File: config.mk
export PLATFORM = sky130hd
export DESIGN_NAME = commit_aggregator
export DESIGN_NICKNAME = d
export VERILOG_FILES = /design/src/rtl/commit_aggregator.sv
export SDC_FILE = /design/constraint.sdc
export NUM_CORES = 1
export LEC_CHECK = 0
export BUFFER_PORTS_ARGS = -buffer_cell sky130_fd_sc_hd__buf_2
export CELL_PAD_IN_SITES_DETAIL_PLACEMENT = 0
export CELL_PAD_IN_SITES_GLOBAL_PLACEMENT = 1
export CORE_MARGIN = 2
export CORE_UTILIZATION = 39
export DETAILED_ROUTE_END_ITERATION = 6
export GPL_ROUTABILITY_DRIVEN = 0
export PLACE_DENSITY_LB_ADDON = 0.1
export SLEW_MARGIN = 10
export SYNTH_ARGS = -nofsm -noshare
export SYNTH_HDL_FRONTEND = slang
export SYNTH_SLANG_ARGS = --single-unit
File: constraint.sdc
create_clock -name clock -period 1.5 [get_ports clock]
set_input_delay 0.075 -clock clock [delete_from_list [all_inputs] [get_ports clock]]
set_output_delay 0.075 -clock clock [all_outputs]
set_load 0.01 [all_outputs]
File: src/rtl/commit_aggregator.sv
// Aggregates per-TPU commit pulses into a single commit per issue number.
// A small table tracks in-flight issues; complete entries retire lowest index first.
module commit_aggregator #(
  parameter int NUM_TPU   = 4,
  parameter int BUFF_SIZE = 4,
  parameter int ISSUE_W   = 5
) (
  input  logic                       clock,
  input  logic                       reset,
  input  logic                       I_Req_Issue,
  input  logic [ISSUE_W-1:0]         I_Issue_No,
  input  logic [NUM_TPU-1:0]         I_En_TPU,
  input  logic [NUM_TPU-1:0]         I_Commit,
  input  logic [NUM_TPU*ISSUE_W-1:0] I_Commit_No,
  output logic                       O_Commit,
  output logic [ISSUE_W-1:0]         O_Commit_No,
  output logic                       O_Full,
  output logic                       O_Empty,
  output logic                       O_Error
);

  localparam int IDX_W = (BUFF_SIZE > 1) ? $clog2(BUFF_SIZE) : 1;

  logic [BUFF_SIZE-1:0] v_q, v_d;
  logic [ISSUE_W-1:0]   no_q [BUFF_SIZE];
  logic [ISSUE_W-1:0]   no_d [BUFF_SIZE];
  logic [NUM_TPU-1:0]   en_q [BUFF_SIZE];
  logic [NUM_TPU-1:0]   en_d [BUFF_SIZE];
  logic [NUM_TPU-1:0]   cm_q [BUFF_SIZE];
  logic [NUM_TPU-1:0]   cm_d [BUFF_SIZE];
  logic                 commit_q, commit_d;
  logic [ISSUE_W-1:0]   commit_no_q, commit_no_d;
  logic                 err_q, err_d;

  logic [BUFF_SIZE-1:0] complete;
  logic                 ret_hit, free_hit;
  logic [IDX_W-1:0]     ret_idx, free_idx;
  logic [NUM_TPU-1:0]   match_hit;
  logic [IDX_W-1:0]     match_idx [NUM_TPU];

  // Descending scans so the last assignment wins, giving lowest-index priority.
  always_comb begin
    complete = '0;
    ret_hit  = 1'b0;
    ret_idx  = '0;
    free_hit = 1'b0;
    free_idx = '0;
    for (int i = BUFF_SIZE - 1; i >= 0; i--) begin
      complete[i] = v_q[i] & (&(cm_q[i] | ~en_q[i]));
      if (complete[i]) begin
        ret_hit = 1'b1;
        ret_idx = IDX_W'(i);
      end
      if (!v_q[i]) begin
        free_hit = 1'b1;
        free_idx = IDX_W'(i);
      end
    end
  end

  always_comb begin
    for (int t = 0; t < NUM_TPU; t++) begin
      match_hit[t] = 1'b0;
      match_idx[t] = '0;
      for (int i = BUFF_SIZE - 1; i >= 0; i--) begin
        if (v_q[i] && en_q[i][t] &&
            (no_q[i] == I_Commit_No[t*ISSUE_W +: ISSUE_W])) begin
          match_hit[t] = 1'b1;
          match_idx[t] = IDX_W'(i);
        end
      end
    end
  end

  always_comb begin
    v_d         = v_q;
    no_d        = no_q;
    en_d        = en_q;
    cm_d        = cm_q;
    err_d       = err_q;
    commit_d    = ret_hit;
    commit_no_d = commit_no_q;

    if (ret_hit) begin
      commit_no_d    = no_q[ret_idx];
      v_d[ret_idx]   = 1'b0;
    end

    // The retiring slot is still valid here, so allocation never lands on it.
    if (I_Req_Issue) begin
      if (!free_hit) begin
        err_d = 1'b1;
      end else begin
        v_d[free_idx]  = 1'b1;
        no_d[free_idx] = I_Issue_No;
        en_d[free_idx] = I_En_TPU;
        cm_d[free_idx] = '0;
      end
    end

    for (int t = 0; t < NUM_TPU; t++) begin
      if (I_Commit[t]) begin
        if (match_hit[t]) cm_d[match_idx[t]][t] = 1'b1;
        else              err_d = 1'b1;
      end
    end
  end

  always_ff @(posedge clock) begin
    if (!reset) begin
      v_q         <= '0;
      commit_q    <= 1'b0;
      commit_no_q <= '0;
      err_q       <= 1'b0;
      for (int i = 0; i < BUFF_SIZE; i++) begin
        no_q[i] <= '0;
        en_q[i] <= '0;
        cm_q[i] <= '0;
      end
    end else begin
      v_q         <= v_d;
      commit_q    <= commit_d;
      commit_no_q <= commit_no_d;
      err_q       <= err_d;
      for (int i = 0; i < BUFF_SIZE; i++) begin
        no_q[i] <= no_d[i];
        en_q[i] <= en_d[i];
        cm_q[i] <= cm_d[i];
      end
    end
  end

  assign O_Commit    = commit_q;
  assign O_Commit_No = commit_no_q;
  assign O_Full      = &v_q;
  assign O_Empty     = ~|v_q;
  assign O_Error     = err_q;

endmodule

* Word-level counts from Yosys, hierarchy flattened
Index checks and enable logic that the tools add are counted.
Storage, ports and cells: output and inout port bits 9, flip-flop bits (word level) 63, bits of input ports 36, logic and storage cells 213
Operators by class: bitwise gates (word level) 27, mux-type cells 92, order comparisons 15, reductions and logical operators 47, eq/ne operators 16
Operators by type and width (count):
- two-way mux 16 bit | 10
- equality test 5 bit | 16
- OR 16 bit | 4
- two-way mux 2 bit | 25
- demux 4 bit (select 2 bit) | 5
- logical AND 1 bit | 39
- two-way mux 1 bit | 37
- bitwise mux 20 bit | 1
- two-way mux 4 bit | 5
- NOT 4 bit | 5
- OR 4 bit | 5
- AND reduction 4 bit | 5
- greater-or-equal comparator 3 bit, second input constant | 6
- NOT 2 -> 3 bit | 6
- bitwise AND 16 bit | 1
- bitwise mux 16 bit | 1
- NOT 16 bit | 1
- less-than comparator 3 x 1 -> 1 bit, second input constant | 5
- two-way mux 5 bit | 3
- binary-select mux 5 bit (select 2 bit) | 1
- demux 5 bit (select 2 bit) | 1
- less-than comparator 2 x 3 -> 1 bit, second input constant | 2
- bitwise AND 1 bit | 4
- bitwise AND 4 bit | 1
- 6 further kinds | 8

* Depth between registers and ports, before layout
depth in word-level cells 25, depth in mapped cells 7, gate-level depth less buffers 6

* Worst setup path after synthesis
OpenSTA, ideal clock, no wires.
path kind reg2reg, start point reg no_q[17] (netlist name), end point reg err_q (netlist: O_Error), period minus slack after synthesis 1.636 ns, arrival time 1.493 ns, cell stages (with the launch flop) 8, library setup time 0.143 ns, path slack -0.136 ns, path through dfxtp_1 > buf_6 > nor2b_4 > a2111o_1 > o31ai_2 > nor2b_2 > or3b_1 > a41oi_2
Between the ends: word-level cells in the longest chain between the ends 11, elaborated cells on any way between the ends 20, those cells by class eq/ne: 4; mux: 12; reduce/logical: 4
Ends and longest elaborated chain:
- start: declaration | RTL line 25 | logic [ISSUE_W-1:0] no_q [BUFF_SIZE];
- start signal: indexed assignment | RTL line 126 | no_q[i] <= no_d[i];
- equality test 5 bit | RTL line 67 | (no_q[i] == I_Commit_No[t*ISSUE_W +: ISSUE_W])) begin
- logical AND 1 bit | RTL line 66 | if (v_q[i] && en_q[i][t] &&
- two-way mux 1 bit | RTL line 66
- two-way mux 1 bit | RTL line 103 | if (match_hit[t]) cm_d[match_idx[t]][t] = 1'b1;
- two-way mux 1 bit | RTL line 102 | if (I_Commit[t]) begin
- two-way mux 1 bit | RTL line 103
- two-way mux 1 bit | RTL line 102
- two-way mux 1 bit | RTL line 103
- two-way mux 1 bit | RTL line 102
- two-way mux 1 bit | RTL line 103
- two-way mux 1 bit * | RTL line 102
- end signal: assignment | RTL line 124 | err_q <= err_d;
- end: declaration | RTL line 33 | logic err_q, err_d;
Every way passes the cells marked *; elsewhere a longest branch is shown, timed or not. A chain may end at the register's enable or synchronous reset.

* Worst setup path in the final report
start point reg cm_q[0] (netlist name), end point reg commit_no_q[3] (netlist: O_Commit_No[3])
Between the ends: word-level cells in the longest chain between the ends 11, elaborated cells on any way between the ends 15, those cells by class mux: 11; bitwise: 3; reduce/logical: 1
Ends and longest elaborated chain:
- start: declaration | RTL line 29 | logic [NUM_TPU-1:0] cm_q [BUFF_SIZE];
- start signal: indexed assignment | RTL line 128 | cm_q[i] <= cm_d[i];
- OR 4 bit * | RTL line 49 | complete[i] = v_q[i] & (&(cm_q[i] | ~en_q[i]));
- AND reduction 4 bit * | RTL line 49
- bitwise AND 1 bit * | RTL line 49
- two-way mux 2 bit (4 in a row) | RTL line 50 | if (complete[i]) begin
- NOT 2 -> 3 bit (implied by the code) | RTL line 85 | commit_no_d = no_q[ret_idx];
- binary-select mux 5 bit (select 2 bit) | RTL line 85
- two-way mux 5 bit (implied by the code) (2 in a row) | RTL line 85
- end signal: assignment | RTL line 123 | commit_no_q <= commit_no_d;
- end: declaration | RTL line 32 | logic [ISSUE_W-1:0] commit_no_q, commit_no_d;
Every way passes the cells marked *; elsewhere a longest branch is shown, timed or not. The select of a mux whose other input is x is not followed.

==> flow_summary.json <==
{
  "cts_max_level": 3,
  "clkLatencyLatePin_ns": 0.36,
  "synth_seq_cells": 63,
  "grt_pass1_vias": 3813,
  "drt-total-wl_mm": 14.05,
  "synth_fp_nets": 526,
  "synth_warnings": 0,
  "num_rows": 35,
  "fp.dieH_um": 101.9,
  "worstHoldStart": "I_En_TPU[3]",
  "gr-usage-all-layers_pct": 28.01,
  "hold_viol_final": 1,
  "synth_ff_type": "dfxtp_1",
  "fmax_mhz": 564.5,
  "grt_pass1_wl_mm": 21.29,
  "critPathSlowestCell": "a222oi_1",
  "r2r_start": "cm_q[0]$_SDFF_PN0_",
  "reg2reg_slack_ns": -0.27,
  "syn_area_per_cell_um2": 7.630,
  "power.density_nw_per_um2": 831.0,
  "ioPinCount": 45,
  "end_kind": "register",
  "setup_viol": 16,
  "crit_arrival_ns": 2.00,
  "port_buffers": 44,
  "drc_errors": 0,
  "tightest_slew_ns": 0.4541,
  "yosysSeqAreaShare_pct": 33.73,
  "crit_required_ns": 1.73,
  "tritoncts": "built",
  "clk_pin_slew_ns": 0.08,
  "ir_worst_vdd_v": 0.0005400,
  "layout.nets": 649,
  "num_antenna_cells": 0,
  "place_ws_ns": -0.4547,
  "yosysTopAreaCell": "dfxtp_1",
  "min_path_cells": 3,
  "dieArea_um2": 10390,
  "cap_violations": 0,
  "startpoint": "cm_q[0]$_SDFF_PN0_",
  "antenna_found_initial": 0,
  "grt_overflow": 0,
  "failed_checks": "hold timing, setup timing",
  "start_util_pct": 40.27,
  "root_buffer": "clkbuf_8",
  "rsz0062_at_grt": "true",
  "drt-wirelength-per-cell_um": 18.81,
  "status": "finished with violations",
  "via_count": 3830,
  "synth_cell_types": 45,
  "async_reset_ff_share_pct": 0,
  "cts.sinks": 63,
  "max_stage_delay_ns": 0.46,
  "path_cells": "inv_2, a222oi_1, nand3_2, buf_6, nand2b_4, o221ai_4, a311oi_2",
  "synth.most_common_cell": "nand2_1",
  "via_per_inst": 5.127,
  "netlist_area_um2": 3739,
  "reg2reg_depth": 7,
  "cp_max_fo": 6,
  "yosys-top-cells-count": "85 x nand2_1, 66 x xnor2_1, 63 x dfxtp_1",
  "relSlewSlack_pct": 69.72,
  "synth_edf_count": 0,
  "grt_max_degree": 63,
  "finalMaxSlewViolations": 0,
  "period_minus_slack_ns": 1.772,
  "leakagePower_nw": 2.151,
  "hp-class": "in -> reg",
  "clock_skew_ns": 0.01156,
  "dp_hpwl_mm": 10.38,
  "layout-drive-gt1-share_pct": 43.85,
  "worst_slack_ns": -0.2715,
  "syn_inst": 490,
  "die_x_um": 101.9,
  "synth_top_area_share_pct": 33.73,
  "firstDrtPassIters": 5,
  "areaGrowthSynthToFinish_pct": 50.23,
  "min_period_over_period_pct": 118.1,
  "drt-initial-drc-count": 232,
  "r2r_end": "O_Commit_No[3]$_SDFFE_PN0N_",
  "worstSetupStartpointType": "register",
  "setup_tns_ns": -2.483,
  "core_um2": 9284,
  "synthTopCellsByArea": "dfxtp_1 34%, xnor2_1 15%, nand2_1 8.5%",
  "path_class": "reg -> reg",
  "worstSetupEndpoint": "O_Commit_No[3]$_SDFFE_PN0N_",
  "ant_nets": 0,
  "numCtsBuffers": 9,
  "cts_buffer_depth": 2,
  "fin_hold_ws_ns": -0.001304
}
==> flip-flops by register name, summed over array words and instances (netlist names) <==
register     flops
O_Commit         1
O_Commit_No      5
O_Error          1
cm_q            16
en_q            16
no_q            20
v_q              4
==> critical path: cells and delay by family (launching register included) <==
kind | cells | cell delay (ns)
compound gates | 3 | 0.75
flops | 1 | 0.36
simple gates | 2 | 0.33
buf+inv | 2 | 0.21
==> power by group <==
group | internal (mW) | leakage [nW] | total, mW | switching (mW)
clock | 1.14 | 0.122 | 1.88 | 0.737
combinational | 0.489 | 1.50 | 1.01 | 0.517
sequential | 1.72 | 0.524 | 1.78 | 0.0566
==> worst min-delay path by stage <==
stage                                        to  slack (ns)
final                     en_q[15]$_SDFFE_PN0P_      -0.001
after floorplan               v_q[0]$_SDFF_PN0_        0.21
after CTS                  en_q[3]$_SDFFE_PN0P_       0.003
after detailed placement      v_q[0]$_SDFF_PN0_        0.35
after global placement        v_q[0]$_SDFF_PN0_        0.34
after global routing       no_q[9]$_SDFFE_PN0P_       0.007
==> routing by layer <==
layer	vias up	GRT usage (%)	part of all wire, %
li1	1874	-	-
met1	1825	38.35	47
met2	109	45.04	46
met3	22	4.993	4.2
met4	0	8.821	2.4
met5	-	0	0
==> cell usage in the layout (no fill, tap or decap), types with 6 or more instances in the layout <==
master,n
nand3_1,12
buf_6,17
nor3_2,6
nand2b_1,12
inv_1,14
xor2_1,9
dfxtp_4,8
nand4_1,15
buf_2,44
xnor2_1,56
dfxtp_2,14
clkbuf_8,10
nor2_1,27
dfxtp_1,41
a22oi_1,8
buf_4,97
nand2_1,82
xnor2_2,10
a21oi_1,41
==> cell families after synthesis <==
group	count (synthesis)	synth area share (%)
simple gates	194	24.26
buf+inv	74	8.199
compound gates	82	15.76
xor+xnor	77	18.04
flops	63	33.73
==> final cells by class <==
cell class,instances,area [um^2]
clock buffers,10,137.6
flip-flops and latches,63,1309
multi-input cells,353,2560
fillers,862,3667
repair buffers,167,1270
clock inverters,6,107.6
inverters,19,71.32
well taps,129,161.4
==> stage by stage <==
step / hold WS (ns) / util [%] / instances / power [mW] / cell area (um^2)
final: -0.001304 / 60.50 / 747 / 4.668 / 5617
after CTS: 0.002744 / 56.79 / 739 / 4.600 / 5273
after global placement: 0.3388 / 50.88 / 708 / 2.638 / 4723
after floorplan: 0.2107 / - / 490 / 2.275 / 3776
after detailed placement: 0.3530 / 50.88 / 708 / 2.645 / 4723
after global routing: 0.007094 / 60.50 / 747 / 4.836 / 5617
==> timing repair <==
item,CTS,global route
setup buffers,11,8
setup endpoints to repair,41,34
resized for setup,50,65
pin swaps,31,40
hold endpoints to repair,6,0
gates cloned,0,1
hold buffers,5,0
No activity file was read; power rests on OpenSTA's default activity.
